`src/rtl/div_sequencer_pkg.sv`:
```
// Shared state encoding and default sizing for the multi-cycle divider.
package div_sequencer_pkg;

    localparam int DIV_WIDTH = 32;
    localparam int DIV_CNT_W = 6;

    typedef enum logic [1:0] {
        DIV_FREE    = 2'b00,
        DIV_BY_ZERO = 2'b01,
        DIV_ON      = 2'b10,
        DIV_END     = 2'b11
    } div_state_e;

    localparam logic DIV_RESULT_READY     = 1'b1;
    localparam logic DIV_RESULT_NOT_READY = 1'b0;

endpackage

```
`src/rtl/div_sequencer_step.sv`:
```
// One restoring-division iteration on the {partial remainder, dividend/quotient} register.
module div_sequencer_step #(
    parameter int WIDTH = 32
) (
    input  logic [2*WIDTH:0] work,
    input  logic [WIDTH-1:0] dsr,
    output logic [2*WIDTH:0] work_next
);

    logic [WIDTH:0] diff;

    always_comb begin
        diff = work[2*WIDTH:WIDTH] - {1'b0, dsr};
        // A borrow means the divisor does not fit: shift in a zero quotient bit.
        if (diff[WIDTH]) begin
            work_next = {work[2*WIDTH-1:0], 1'b0};
        end else begin
            work_next = {diff[WIDTH-1:0], work[WIDTH-1:0], 1'b1};
        end
    end

endmodule

```
`src/rtl/div_sequencer.sv`:
```
// Sequenced 32-step restoring divider for DIV/DIVU; result held until the requester drops start_i.
module div_sequencer
    import div_sequencer_pkg::*;
#(
    parameter int WIDTH = DIV_WIDTH,
    parameter int CNT_W = DIV_CNT_W
) (
    input  logic               clk,
    input  logic               rst,
    input  logic               signed_div_i,
    input  logic [WIDTH-1:0]   opdata1_i,
    input  logic [WIDTH-1:0]   opdata2_i,
    input  logic               start_i,
    input  logic               annul_i,
    output logic [2*WIDTH-1:0] result_o,
    output logic               ready_o,
    output logic               busy_o
);

    localparam logic [CNT_W-1:0] STEPS = CNT_W'(WIDTH);
    localparam logic [WIDTH-1:0] ONE   = WIDTH'(1);

    div_state_e         state_reg, state_next;
    logic [CNT_W-1:0]   cnt_reg;
    logic [2*WIDTH:0]   work_reg;
    logic [2*WIDTH:0]   work_next;
    logic [WIDTH-1:0]   dsr_reg;
    logic               neg_quot_reg;
    logic               neg_rem_reg;
    logic [2*WIDTH-1:0] result_reg;
    logic               ready_reg;

    logic               dvd_neg, dsr_neg;
    logic [WIDTH-1:0]   dvd_abs, dsr_abs;
    logic [WIDTH-1:0]   quot_raw, rem_raw, quot_fix, rem_fix;

    // Magnitudes are taken only for signed operations with a set sign bit.
    always_comb begin
        dvd_neg  = signed_div_i & opdata1_i[WIDTH-1];
        dsr_neg  = signed_div_i & opdata2_i[WIDTH-1];
        dvd_abs  = dvd_neg ? (~opdata1_i + ONE) : opdata1_i;
        dsr_abs  = dsr_neg ? (~opdata2_i + ONE) : opdata2_i;
        quot_raw = work_reg[WIDTH-1:0];
        rem_raw  = work_reg[2*WIDTH:WIDTH+1];
        quot_fix = neg_quot_reg ? (~quot_raw + ONE) : quot_raw;
        rem_fix  = neg_rem_reg ? (~rem_raw + ONE) : rem_raw;
    end

    div_sequencer_step #(.WIDTH(WIDTH)) u_step (
        .work      (work_reg),
        .dsr       (dsr_reg),
        .work_next (work_next)
    );

    always_ff @(posedge clk) begin
        if (rst) begin
            state_reg <= DIV_FREE;
        end else begin
            state_reg <= state_next;
        end
    end

    always_comb begin
        state_next = state_reg;
        if (annul_i) begin
            state_next = DIV_FREE;
        end else begin
            case (state_reg)
                DIV_FREE: begin
                    if (start_i) begin
                        state_next = (opdata2_i == '0) ? DIV_BY_ZERO : DIV_ON;
                    end
                end
                DIV_BY_ZERO: state_next = DIV_END;
                DIV_ON: begin
                    if (cnt_reg == STEPS) begin
                        state_next = DIV_END;
                    end
                end
                DIV_END: begin
                    if (!start_i) begin
                        state_next = DIV_FREE;
                    end
                end
                default: state_next = DIV_FREE;
            endcase
        end
    end

    always_comb begin
        busy_o = (state_reg == DIV_BY_ZERO) || (state_reg == DIV_ON);
    end

    always_ff @(posedge clk) begin
        if (rst) begin
            cnt_reg      <= '0;
            work_reg     <= '0;
            dsr_reg      <= '0;
            neg_quot_reg <= 1'b0;
            neg_rem_reg  <= 1'b0;
            result_reg   <= '0;
            ready_reg    <= DIV_RESULT_NOT_READY;
        end else if (annul_i) begin
            // Flush: nothing computed so far may reach the outputs.
            result_reg <= '0;
            ready_reg  <= DIV_RESULT_NOT_READY;
        end else begin
            case (state_reg)
                DIV_FREE: begin
                    if (start_i && (opdata2_i != '0)) begin
                        cnt_reg      <= '0;
                        work_reg     <= {{WIDTH{1'b0}}, dvd_abs, 1'b0};
                        dsr_reg      <= dsr_abs;
                        neg_quot_reg <= signed_div_i & (opdata1_i[WIDTH-1] ^ opdata2_i[WIDTH-1]);
                        neg_rem_reg  <= signed_div_i & opdata1_i[WIDTH-1];
                    end
                end
                DIV_BY_ZERO: begin
                    result_reg <= '0;
                    ready_reg  <= DIV_RESULT_READY;
                end
                DIV_ON: begin
                    if (cnt_reg != STEPS) begin
                        work_reg <= work_next;
                        cnt_reg  <= cnt_reg + 1'b1;
                    end else begin
                        result_reg <= {rem_fix, quot_fix};
                        ready_reg  <= DIV_RESULT_READY;
                    end
                end
                DIV_END: begin
                    if (!start_i) begin
                        result_reg <= '0;
                        ready_reg  <= DIV_RESULT_NOT_READY;
                    end
                end
                default: begin
                    result_reg <= '0;
                    ready_reg  <= DIV_RESULT_NOT_READY;
                end
            endcase
        end
    end

    assign result_o = result_reg;
    assign ready_o  = ready_reg;

endmodule

```
`config.mk`:
```
export PLATFORM = sky130hd
export DESIGN_NAME = div_sequencer
export DESIGN_NICKNAME = d
export VERILOG_FILES = /design/src/rtl/div_sequencer_pkg.sv /design/src/rtl/div_sequencer_step.sv /design/src/rtl/div_sequencer.sv
export SDC_FILE = /design/constraint.sdc
export NUM_CORES = 1
export LEC_CHECK = 0
export BUFFER_PORTS_ARGS = -buffer_cell sky130_fd_sc_hd__buf_2
export CAP_MARGIN = 0
export CORE_MARGIN = 10
export CORE_UTILIZATION = 57
export CTS_BUF_LIST = sky130_fd_sc_hd__clkbuf_2
export DETAILED_ROUTE_END_ITERATION = 7
export PLACE_DENSITY = 0.86
export SLEW_MARGIN = 20
export SYNTH_ARGS = -nofsm -noshare
export SYNTH_HDL_FRONTEND = slang
export SYNTH_SLANG_ARGS = --single-unit
```
`constraint.sdc`:
```
create_clock -name clk -period 5.7 [get_ports clk]
set_clock_uncertainty 0.15 [all_clocks]
set_input_delay 0.285 -clock clk [delete_from_list [all_inputs] [get_ports clk]]
set_output_delay 0.285 -clock clk [all_outputs]
set_load 0.1 [all_outputs]
```
Word-level counts from Yosys, hierarchy flattened

Cells that the tools add are included.

Register bits after elaboration: 172
Bits of input ports: 69
Output and inout bits: 66

Add/subtract/negate cells: 6
Equal/unequal tests: 11
Multiplexer cells: 22
Bitwise operators: 9
Reduce and logical (&&, ||, !) cells: 12

Operators with widths:

| operator                                                        | number |
|---|---|
| 65-bit 2-to-1 mux                                               | 3 |
| 64-bit one-hot mux with 3 select lines                          | 1 |
| 65-bit one-hot mux with 2 select lines                          | 1 |
| 32-bit by 1-bit adder with 32-bit output, second input constant | 4 |
| 32-bit 2-to-1 mux                                               | 4 |
| 64-bit 2-to-1 mux                                               | 2 |
| 32-bit inverter                                                 | 4 |
| 33-bit by 32-bit subtractor with 33-bit output                  | 1 |
| 32-bit zero test                                                | 1 |
| 32-bit nonzero test                                             | 1 |
| 6-bit 2-to-1 mux                                                | 2 |
| 6-bit one-hot mux with 2 select lines                           | 1 |
| 2-bit != test, second input constant                            | 5 |
| 3-bit AND reduction                                             | 3 |
| 2-bit 2-to-1 mux                                                | 4 |
| 2-bit one-hot mux with 4 select lines                           | 1 |
| 6-bit by 1-bit adder with 6-bit output, second input constant   | 1 |
| 6-bit == test, second input constant                            | 1 |
| 6-bit != test, second input constant                            | 1 |
| 2-bit == test, second input constant                            | 2 |
| 4-bit AND reduction                                             | 1 |
| 1-bit AND                                                       | 3 |
| 1-bit one-hot mux with 3 select lines                           | 1 |
| 3-bit nonzero test                                              | 1 |
| other kinds (10)                                                | 11 |

Longest topological paths before layout

Depth in word-level cells: 5
Mapped depth: 14
Gate-level depth less buffers: 13

Hierarchy

A second synthesis with hierarchy kept.

Cells, all modules: 1,496
Area total of the unflattened synthesis: 12,211.7 um2

By module, submodules not included:

| module             | times used | cells an instance | area each (um2) | sequential area each (um2) |
|---|---|---|---|---|
| div_sequencer      | 1          | 1,159             | 9,613.0         | 3,443.3 |
| div_sequencer_step | 1          | 337               | 2,598.7         | 0.0 |

Worst setup path before layout

OpenSTA, ideal clock, no wires.

Path kind: reg2reg
Start point: reg work_reg[32]
End point: reg work_reg[58]
Library setup time: 0.128 ns
Arrival time: 2.890 ns
Required time: 5.422 ns
Path slack: 2.532 ns
Stages on the path, launching flop included: 15
Path buffers: 1
Clock period less this slack: 3.168 ns
Path through: dfxtp_1 inv_1 ha_1 fa_1 nand2b_1 a21o_1 a21oi_1 a31o_2 a21bo_2 a211oi_1 o21bai_2 xnor2_4 buf_2 mux2i_1 o21ai_0

Cells in the longest elaborated chain, start to end: 4

RTL lines:

| what                                           | RTL line                 | text |
|---|---|---|
| from (decl)                                    | div_sequencer.sv:25      | `logic [2*WIDTH:0] work_reg;` |
| from (signal assigned)                         | div_sequencer.sv:112     | `work_reg <= {{WIDTH{1'b0}}, dvd_abs, 1'b0};` |
| from (signal assigned)                         | div_sequencer.sv:124     | `work_reg <= work_next;` |
| 33-bit by 32-bit subtractor with 33-bit output | div_sequencer_step.sv:13 | `diff = work[2*WIDTH:WIDTH] - {1'b0, dsr};` |
| 65-bit 2-to-1 mux                              | div_sequencer_step.sv:15 | `if (diff[WIDTH]) begin` |
| 65-bit 2-to-1 mux                              | div_sequencer.sv:123     | `if (cnt_reg != STEPS) begin` |
| 65-bit one-hot mux with 2 select lines         | div_sequencer.sv:108     | `case (state_reg)` |

Every way passes these cells. The select of a mux whose other input is x is not followed.
A chain may end at the register's enable or synchronous reset.

Final worst setup path

Start point: in opdata2_i[8]
End point: reg dsr_reg[18]

Cells in the longest elaborated chain, start to end: 3
Elaborated cells between the ends (all ways): 6
Classes of those cells: 1 x add/sub; 1 x mux; 1 x bitwise; 3 x reduce/logical

RTL lines:

| what                                                                                 | RTL line                                  | text |
|---|---|---|
| from (decl)                                                                          | div_sequencer.sv:12                       | `input logic [WIDTH-1:0] opdata2_i,` |
| 32-bit inverter / 32-bit nonzero test (equally long branches)                        | div_sequencer.sv:42, div_sequencer.sv:110 |  |
| 32-bit by 1-bit adder with 32-bit output / 1-bit logical AND (equally long branches) | div_sequencer.sv:42, div_sequencer.sv:110 |  |
| 32-bit 2-to-1 mux / 3-bit AND reduction (equally long branches)                      | n/a                                       |  |
| to (signal assigned)                                                                 | div_sequencer.sv:113                      | `dsr_reg <= dsr_abs;` |
| to (decl)                                                                            | div_sequencer.sv:27                       | `logic [WIDTH-1:0] dsr_reg;` |

Several ways; a longest one is shown, not always the timed one.

==> impl_metrics.toml <==
[timing]
tightest_slew_ns = 1.07
setup_tns_ns = 0
layout_min_cycle_time_ns = 4.19
maxSlewViolCount = 0
setup_violations = 0
holdWs_ns = 0.217
fin_crit_sh_pct = 73.4
final_hold_viol_count = 0
slew_headroom_pct = 28.6
fin_ws_ns = 1.51
rsz0062_at_grt = "false"
fmax_ghz = 0.239

[setup_path]
crit_top_cell = "dlygate4sd3_1"
crit_chain = "dlygate4sd3_1, buf_2, nor3_1, nor3b_1, nand2_1, o31ai_1, o21ai_0, xor2_1, dlygate4sd3_1, nand2_1, dlygate4sd3_1, a21oi_1, dlygate4sd3_1"
worstPathArrival_ns = 4.83
crit_type = "input port to flop"
cp_max_fo = 5
crit_buf_inv = 5
start_kind = "input port"
worst_path_max_delay_cell = "dlygate4sd3_1"
critPathRequiredTime_ns = 6.34
critPathMaxStageDelay_ns = 0.61
path_delay_family = "buffers and inverters"
crit_path_end_kind = "flop"

[cells_and_area]
fin_util_pct = 71.5
nFillCells = 1289
final_cells = 1876
syn2layout_area_growth_pct = 23.8
drive_gt1_share_pct = 12.9
largest_reg_flops = 65
finalNetCount = 1738

[global_routing]
grt_pass1_vias = 11000
antenna_found_initial = 2
grt_max_degree = 75
track_usage_pct = 27.6
overflow = 0
grt_pass1_wl_um = 55800

[synth]
synth_mux_area_share_pct = 2.89
ys_async_sr_fraction_pct = 0
synth_top_cell_area_share_pct = 32.1
synth_flop_cell = "dfxtp_1"
synth_compound_area_share_pct = 23.4
synthAdderAreaFrac_pct = 4.97
synth_warnings = 0
syn-cell-area_um2 = 10700
synthTopCellsByCount = "nand2_1, dfxtp_1, nor2_1"
synth_area_leaders = "dfxtp_1, nand2_1, xnor2_1, o21ai_0, xor2_1"
synthXorXnorAreaFrac_pct = 12.4
syn_inst = 1385
syn-num-nets = 1496
yosysMostFrequentCell = "nand2_1"
avgSynthCellArea_um2 = 7.74
seq_area_frac_synth_pct = 32.1
synth_cell_type_count = 65
synth-simple-area-share_pct = 19.5
synth_area_leader_cell = "dfxtp_1"
synth_top_family_by_area = "compound AO/OA/AOI/OAI gates"
synth_edf_count = 0
synth_seq_cells = 172

[place]
routabilityCongestion = 0.931
pre_cts_ws_ns = 1.87
hpwl_um = 21700
place_inst = 1689
io_buffer_count = 134

[pwr]
p_per_area_nw_per_um2 = 207
peakVddDrop_mv = 0.139
p_leak_nw = 5.42

[clocking]
post_cts_buffers = 0
cts_inserted_buffers = 17
cts.sinks = 172
cts_root_buf = "clkbuf_2"
cts_tree = "done"
max-clock-path-buffers = 2
path_clk_slew_ns = 0.26
cts_resized = 0
htree_levels = 4
clk_latency_ns = 0.86
cts_hold_buf = 153

[detailed_routing]
drc = 0
via_count = 11600
antenna_left = 0
wl_per_cell_um = 18.7
wl_um = 35100
dr.pass1.iters = 6
drt-initial-drc-count = 1384
via_per_inst = 6.19

[floorplanning]
die-height_um = 157
die_area_um2 = 24700
row_count = 50
initial_utilization_pct = 57.7
core_area_um2 = 18600
pin_count = 135
fp.dieW_um = 157

[status]
status = "completed"

[run]
max_cap_violations = 0

[hold_path]
hold_class = "input port to flop"
## path summary, 6_finish.rpt
kind / to / cells past startpoint / slack [ns] / startpoint
min: work_reg[1]$_SDFFE_PP0P_ / 4 / 0.22 / opdata1_i[0]
min reg2reg: result_o[34]$_SDFFE_PP0P_ / 2 / 0.32 / result_o[34]$_SDFFE_PP0P_
max: dsr_reg[18]$_SDFFE_PP0P_ / 13 / 1.51 / opdata2_i[8]
max reg2reg: work_reg[63]$_SDFFE_PP0P_ / 12 / 1.74 / work_reg[37]$_SDFFE_PP0P_
## routing by layer
metal | part of all wire [%] | vias up | wire length (µm) | GRT usage, %
li1 | - | 5327 | - | -
met1 | 39 | 5396 | 13800 | 33.1
met2 | 47 | 738 | 16400 | 45.8
met3 | 10 | 158 | 3530 | 7.23
met4 | 4.0 | 0 | 1400 | 11.4
met5 | 0 | - | 0 | 0
## report_power, final
part | switching (mW) | leakage, nW | total (mW) | internal [mW]
combinational | 0.415 | 3.88 | 0.735 | 0.320
sequential | 0.0513 | 1.40 | 1.30 | 1.25
clock | 0.472 | 0.150 | 0.717 | 0.245
total | 0.939 | 5.42 | 2.75 | 1.81
## layout by cell type (no fill, tap or decap), drive strengths merged, types with 6 or more instances in the layout
cell / synthesis / final
a22oi: 28 / 28
a21oi: 106 / 106
mux2i: 31 / 31
o21ai: 122 / 122
o31ai: 26 / 26
nor4: 7 / 7
clkinv: 0 / 7
nand3: 27 / 27
inv: 54 / 56
or3: 10 / 10
nand2: 213 / 213
o21a: 6 / 6
o41ai: 15 / 15
clkbuf: 63 / 17
or2: 6 / 6
a21o: 19 / 19
nor2: 120 / 120
buf: 11 / 144
o211ai: 12 / 12
xor2: 62 / 62
nand4: 8 / 8
dfxtp: 172 / 172
or4: 16 / 16
a211oi: 36 / 36
ha: 41 / 41
nand2b: 10 / 10
xnor2: 88 / 88
nor3: 22 / 22
and3: 6 / 6
dlygate4sd3: 0 / 153
## cell type report
type | count | area (µm²) | area share (%)
Multi-Input combinational cell | 1085 | 6800 | 51.2
Sequential cell | 172 | 3440 | 25.9
Timing Repair Buffer | 297 | 2280 | 17.2
Tap cell | 234 | 293 | 2.21
Inverter | 54 | 203 | 1.53
Clock inverter | 15 | 173 | 1.30
Clock buffer | 17 | 85.1 | 0.641
Antenna cell | 2 | 5.00 | 0.0377
## per-stage QoR
step | total power [mW] | area [µm²]
5_1_grt | 2.85 | 13300
4_1_cts | 2.68 | 13300
2_1_floorplan | 1.74 | 10700
6_report | 2.75 | 13300
3_3_place_gp | 1.87 | 11500
3_5_place_dp | 1.89 | 11500
## logic make-up after synthesis
group                      after synthesis
muxes                                   31
and+or+nand+nor                        462
buffers and inverters                  128
AOI/OAI and AO/OA                      400
DFF                                    172
xor gates and xnor gates               150
adders and majority gates               42
## worst register-to-register path, delay by kind of cell, from the launching register on
kind	cells	cell delay [ns]
buffers and inverters	1	0.45
adders and majority gates	1	0.34
AOI/OAI and AO/OA	7	1.43
xor gates and xnor gates	1	0.59
muxes	1	0.26
DFF	1	0.51
and+or+nand+nor	1	0.13
Power figures use the tool's default switching activity.
